### src/rtl/matrix_multiplier_pkg.sv
// rtl/matrix_multiplier_pkg.sv - shared region codes, FSM states and control bit positions
package matrix_multiplier_pkg;

  localparam logic [1:0] REG_A    = 2'b00;
  localparam logic [1:0] REG_B    = 2'b01;
  localparam logic [1:0] REG_C    = 2'b10;
  localparam logic [1:0] REG_CTRL = 2'b11;

  localparam int CTRL_START_BIT = 0;

  typedef enum logic [1:0] {
    IDLE,
    MAC,
    STORE,
    DONE
  } state_t;

endpackage

### src/rtl/mm_mac_unit.sv
// rtl/mm_mac_unit.sv - signed multiply-accumulate with clear/enable
// MATRIX_MULTIPLIER_SATURATE_EN: clamp the result to the DW-bit signed range and flag it.
module mm_mac_unit #(
  parameter int DW = 32
) (
  input  logic                 clk,
  input  logic                 rst,
  input  logic                 clear,
  input  logic                 enable,
  input  logic signed [DW-1:0] a,
  input  logic signed [DW-1:0] b,
  output logic        [DW-1:0] result,
  output logic                 saturated
);

  logic signed [2*DW-1:0] product;
  logic signed [2*DW-1:0] acc;

  assign product = $signed({{DW{a[DW-1]}}, a}) * $signed({{DW{b[DW-1]}}, b});

  always_ff @(posedge clk or posedge rst) begin
    if (rst) begin
      acc <= '0;
    end else if (clear) begin
      acc <= '0;
    end else if (enable) begin
      acc <= acc + product;
    end
  end

`ifdef MATRIX_MULTIPLIER_SATURATE_EN
  // The value fits only when every bit above the result's sign bit copies it.
  logic fits;
  assign fits      = (&acc[2*DW-1:DW-1]) || ~(|acc[2*DW-1:DW-1]);
  assign saturated = ~fits;
  always_comb begin
    result = acc[DW-1:0];
    if (!fits) begin
      result = acc[2*DW-1] ? {1'b1, {(DW-1){1'b0}}} : {1'b0, {(DW-1){1'b1}}};
    end
  end
`else
  logic unused_hi;
  assign unused_hi = ^acc[2*DW-1:DW];
  assign result    = acc[DW-1:0];
  assign saturated = 1'b0;
`endif

endmodule

### src/rtl/matrix_multiplier.sv
// rtl/matrix_multiplier.sv - memory-mapped NxN signed matrix multiplier, C = A x B
// Saturation (MATRIX_MULTIPLIER_SATURATE_EN) lives in mm_mac_unit; status bit2 follows it.
module matrix_multiplier
  import matrix_multiplier_pkg::*;
#(
  parameter int N  = 4,
  parameter int DW = 32
) (
  input  logic          clk,
  input  logic          reset,
  input  logic [DW-1:0] memory_data_in,
  input  logic [11:0]   memory_address,
  input  logic          write_enable,
  output logic [DW-1:0] memory_data_out,
  output logic          result_ready
);

  localparam int NN = N * N;
  localparam int AW = $clog2(NN);
  localparam int IW = $clog2(N);
  localparam logic [IW-1:0] LAST   = IW'(N - 1);
  localparam logic [10:0]   NN_LIM = 11'(NN);

  state_t state, state_next;
  logic [IW-1:0] i, j, k;
  logic [DW-1:0] a_mem [NN];
  logic [DW-1:0] b_mem [NN];
  logic [DW-1:0] c_mem [NN];

  logic [1:0]    region;
  logic [9:0]    offset;
  logic          in_range;
  logic [AW-1:0] idx;
  logic          busy;
  logic          start_req;
  logic          mem_we;
  logic          mac_clear;
  logic          mac_en;
  logic          c_we;
  logic          ovf;
  logic          mac_saturated;
  logic [DW-1:0] mac_result;
  logic [DW-1:0] rd_data;
  logic [AW-1:0] a_idx, b_idx, c_idx;

  assign region    = memory_address[11:10];
  assign offset    = memory_address[9:0];
  assign in_range  = {1'b0, offset} < NN_LIM;
  assign idx       = offset[AW-1:0];
  assign busy      = (state != IDLE);
  assign start_req = write_enable && (region == REG_CTRL) && memory_data_in[CTRL_START_BIT] && !busy;
  assign mem_we    = write_enable && !busy && in_range;

  assign a_idx = AW'(i) * AW'(N) + AW'(k);
  assign b_idx = AW'(k) * AW'(N) + AW'(j);
  assign c_idx = AW'(i) * AW'(N) + AW'(j);

  mm_mac_unit #(.DW(DW)) u_mac (
    .clk       (clk),
    .rst       (reset),
    .clear     (mac_clear),
    .enable    (mac_en),
    .a         (a_mem[a_idx]),
    .b         (b_mem[b_idx]),
    .result    (mac_result),
    .saturated (mac_saturated)
  );

  // Storage arrays keep their contents across reset.
  always_ff @(posedge clk) begin
    if (mem_we && region == REG_A) a_mem[idx] <= memory_data_in;
    if (mem_we && region == REG_B) b_mem[idx] <= memory_data_in;
    if (c_we) c_mem[c_idx] <= mac_result;
  end

  always_ff @(posedge clk or posedge reset) begin
    if (reset) state <= IDLE;
    else       state <= state_next;
  end

  always_comb begin
    state_next = state;
    case (state)
      IDLE:    if (start_req) state_next = MAC;
      MAC:     if (k == LAST) state_next = STORE;
      STORE:   state_next = (i == LAST && j == LAST) ? DONE : MAC;
      DONE:    state_next = IDLE;
      default: state_next = IDLE;
    endcase
  end

  always_comb begin
    mac_clear = 1'b0;
    mac_en    = 1'b0;
    c_we      = 1'b0;
    case (state)
      IDLE:  mac_clear = start_req;
      MAC:   mac_en = 1'b1;
      STORE: begin
        mac_clear = 1'b1;
        c_we      = 1'b1;
      end
      default: ;
    endcase
  end

  always_ff @(posedge clk or posedge reset) begin
    if (reset) begin
      i            <= '0;
      j            <= '0;
      k            <= '0;
      result_ready <= 1'b0;
      ovf          <= 1'b0;
    end else begin
      case (state)
        IDLE: if (start_req) begin
          i            <= '0;
          j            <= '0;
          k            <= '0;
          result_ready <= 1'b0;
          ovf          <= 1'b0;
        end
        MAC: k <= (k == LAST) ? '0 : k + 1'b1;
        STORE: begin
          if (mac_saturated) ovf <= 1'b1;
          if (j == LAST) begin
            j <= '0;
            i <= (i == LAST) ? '0 : i + 1'b1;
          end else begin
            j <= j + 1'b1;
          end
        end
        DONE: result_ready <= 1'b1;
        default: ;
      endcase
    end
  end

  always_comb begin
    rd_data = '0;
    case (region)
      REG_A:    if (in_range) rd_data = a_mem[idx];
      REG_B:    if (in_range) rd_data = b_mem[idx];
      REG_C:    if (in_range) rd_data = c_mem[idx];
      REG_CTRL: rd_data = DW'({ovf, result_ready, busy});
      default:  rd_data = '0;
    endcase
  end

  always_ff @(posedge clk or posedge reset) begin
    if (reset) memory_data_out <= '0;
    else       memory_data_out <= rd_data;
  end

endmodule

### config.mk
export PLATFORM = sky130hd
export DESIGN_NAME = matrix_multiplier
export DESIGN_NICKNAME = d
export VERILOG_FILES = /design/src/rtl/matrix_multiplier_pkg.sv /design/src/rtl/mm_mac_unit.sv /design/src/rtl/matrix_multiplier.sv
export SDC_FILE = /design/constraint.sdc
export NUM_CORES = 2
export LEC_CHECK = 0
export BUFFER_PORTS_ARGS = -buffer_cell sky130_fd_sc_hd__clkbuf_2
export CORE_UTILIZATION = 55
export CTS_BUF_LIST = sky130_fd_sc_hd__clkbuf_2 sky130_fd_sc_hd__clkbuf_4 sky130_fd_sc_hd__clkbuf_8
export DETAILED_ROUTE_END_ITERATION = 8
export PLACE_DENSITY = 0.8
export SETUP_SLACK_MARGIN = 0.3
export SKIP_LAST_GASP = 1
export SLEW_MARGIN = 20
export SYNTH_ARGS = -nofsm -noshare
export SYNTH_HDL_FRONTEND = slang
export SYNTH_HIERARCHICAL = 1
export SYNTH_SLANG_ARGS = --single-unit
### constraint.sdc
create_clock -name clk -period 11.7 [get_ports clk]
set_clock_uncertainty 0.1 [all_clocks]
set_input_delay 0.585 -clock clk [delete_from_list [all_inputs] [get_ports clk]]
set_output_delay 0.585 -clock clk [all_outputs]
set_load 0.02 [all_outputs]
==> metrics <==
number of global-route vias before repair=52000; sequential area share after synthesis=55.8%; Slew Viols, Final=0; Vias=49400; Ys Warns=6; DIE AREA=158000 um^2; vias per cell=6.66; Core Area=155000 um^2; worst hold margin=103 ps; Slew @ Worst Pin=1170 ps; Tightest Hold Check Type=input pin to register; number of antenna violations at the first check in global routing=24; RSZ-0062 raised after global routing=false; Post-CTS Hold Buffers=5; CP endpoint kind=register; Final GP Congestion=0.909; H-tree depth=4; top_reg_cell synth=edfxtp_1; synthesized area=86000 um^2; clk buf depth=3; die span in y=397 um; Max-Cap Viols=0; IO buf count=79; critical path required time=12420 ps; worst setup margin=2030 ps; layout cell share with drive strength beyond 1=25.2%; #FFs+latches synth=1610; pin count of the biggest net entering global routing=129; WL/cell=31.6 um; Root Buffer=clkbuf_8; library cells used by synthesis=70; Worst Path Arrival=10390 ps; placed cell count=6955; CP Launch Type=register; Num CTS Buffers=237; initial cell density of the core=55.6%; final setup vio count=0; chip width=397 um; HPWL after DPL=145 mm; Finished Layout Cells=7412; Top Ports=80; setup bufs post-CTS=0; GRT Util Overall=30.2%; total global routing overflow=0; Final min period=9670 ps; Post-DRT Antenna Nets=0; nets=5800; Worst slew margin=21.7%; DP Worst Slack=2180 ps; Sink Count=1610; Final Hold Vio Count=0; synthesized area per cell=17.0 um^2; Crit Path Max Fanout=76; period utilization=82.6%; EDFF count, synth=1536; Pre-antenna DRT Iters=5; Setup TNS=0 ps; synthesized instance count=5051; first-pass GRT wire length=342 mm; asr flop ratio synth=4.60%; max frequency=103 MHz; area grow syn2layout=8.90%; Post-CTS Resized=0; CTS clock-pin slew for the worst setup and hold paths=70 ps; status=finished, final reports clean; CTS tree=built; drt initial violations=6909; Clock Latency Late Sink=1010 ps; Post-Route WL=234 mm; CP Class=register to register; Mapped Nets=5696; DRC=0; Row Count=144
-- cell type report --
class	instances	area (um^2)
inverters	543	2040
multi-input cells	2583	34700
fillers	10700	60900
flip-flops and latches	1610	48000
diodes	7	17.5
clock buffers	336	4150
well taps	2044	2560
repair buffers	180	1320
clock inverters	109	873
-- synth_stat cells, types with 42 or more instances --
cell | count | area, um^2
nand2_1 | 293 | 1100
and2_1 | 294 | 1840
mux4_2 | 684 | 15400
xnor2_1 | 63 | 552
buf_2 | 71 | 355
ha_1 | 160 | 2000
a22oi_1 | 106 | 796
edfxtp_1 | 1536 | 46100
fa_1 | 438 | 8770
dfrtp_1 | 74 | 1850
nor2_1 | 85 | 319
a22o_1 | 57 | 499
inv_1 | 542 | 2030
mux2i_1 | 42 | 420
a21oi_1 | 92 | 460
clkbuf_1 | 170 | 638
-- flip-flops by register name, indices dropped and copies added, names as in the netlist --
| name | count |
|---|---|
| i | 2 |
| result_ready | 1 |
| k | 2 |
| memory_data_out | 32 |
| state | 2 |
| ovf | 1 |
| c_mem | 512 |
| j | 2 |
| b_mem | 512 |
| u_mac/acc | 32 |
| a_mem | 512 |
-- layer usage --
metal  track usage (%)  routed length (um)  share of wire (%)  vias to the layer above
met5                 0                  85              0.036                        -
met4              12.3               10200                4.3                       14
met3              8.90               32500                 14                      651
met2              47.9              112000                 48                     3670
met1              39.2               79900                 34                    25700
li1                  -                   -                  -                    19400
-- final timing paths --
kind,from,to,slack (ps),cells past startpoint
hold reg to reg,ovf$_DFFE_PP0P_,ovf$_DFFE_PP0P_,410,1
setup reg to reg,j[0]$_DFFE_PP0P_,u_mac/acc[30]$_DFFE_PP0P_,2030,26
min in group asynchronous,reset,u_mac/acc[3]$_DFFE_PP0P_,220,4
hold / removal,memory_data_in[11],b_mem[2][11]$_DFFE_PP_,100,1
max in group asynchronous,reset,k[0]$_DFFE_PP0P_,9890,5
setup / recovery,j[0]$_DFFE_PP0P_,u_mac/acc[30]$_DFFE_PP0P_,2030,26
-- placed cells by master, fill, tap and decap left out, types with 15 or more instances in the layout --
master / Yosys / routed
nor2_4: 0 / 34
nand2_1: 293 / 292
o21ai_0: 36 / 36
clkinv_2: 0 / 33
buf_4: 26 / 85
a22oi_1: 106 / 106
xnor2_1: 63 / 63
dfrtp_1: 74 / 69
clkinv_1: 0 / 50
mux2i_1: 42 / 42
nor2b_1: 18 / 15
clkbuf_8: 0 / 260
clkbuf_4: 0 / 76
xor2_1: 20 / 20
ha_1: 160 / 160
nor2_1: 85 / 50
nand3_1: 18 / 18
fa_1: 438 / 438
inv_1: 542 / 540
edfxtp_1: 1536 / 1536
a22o_1: 57 / 57
and2_1: 294 / 293
mux4_2: 684 / 684
mux2_2: 18 / 18
a21oi_1: 92 / 92
clkbuf_2: 1 / 77
-- cell families (layout without fill, tap and decap cells) --
| kind of cell | count (synthesis) | after routing | synth area share [%] |
|---|---|---|---|
| flops | 1610 | 1610 | 55.8 |
| buf+inv | 858 | 1168 | 4.23 |
| simple gates | 767 | 767 | 4.47 |
| mux | 758 | 758 | 19.1 |
| fa+ha+maj | 598 | 598 | 12.5 |
| compound gates | 373 | 373 | 3.01 |
| xor+xnor | 86 | 86 | 0.917 |
| other cells | 1 | 8 | 0.00436 |
-- worst max-delay path, stage by stage, from the launching register on --
cell	delay (ps)
dfrtp_4	960
buf_12	460
mux4_2	630
mux4_2	780
and2_1	300
fa_1	530
fa_1	450
fa_1	520
inv_1	50
fa_1	460
fa_1	500
fa_1	550
inv_1	50
fa_1	470
inv_1	50
fa_1	470
inv_1	50
ha_1	340
nand4_1	160
nor2_1	60
a211o_1	260
a21o_1	220
a211oi_2	290
o31ai_1	140
xor2_1	150
mux2i_1	140
nor2_1	60
-- metrics by stage --
stage	utilization, %	instance area (um^2)
2_1_floorplan	-	86000
3_3_place_gp	57.3	88500
3_5_place_dp	57.3	88600
4_1_cts	60.6	93600
5_1_grt	60.6	93700
6_report	60.6	93700
Power is not shown: default switching activity piles up to over one toggle a cycle in this logic, so the estimate is an artifact.
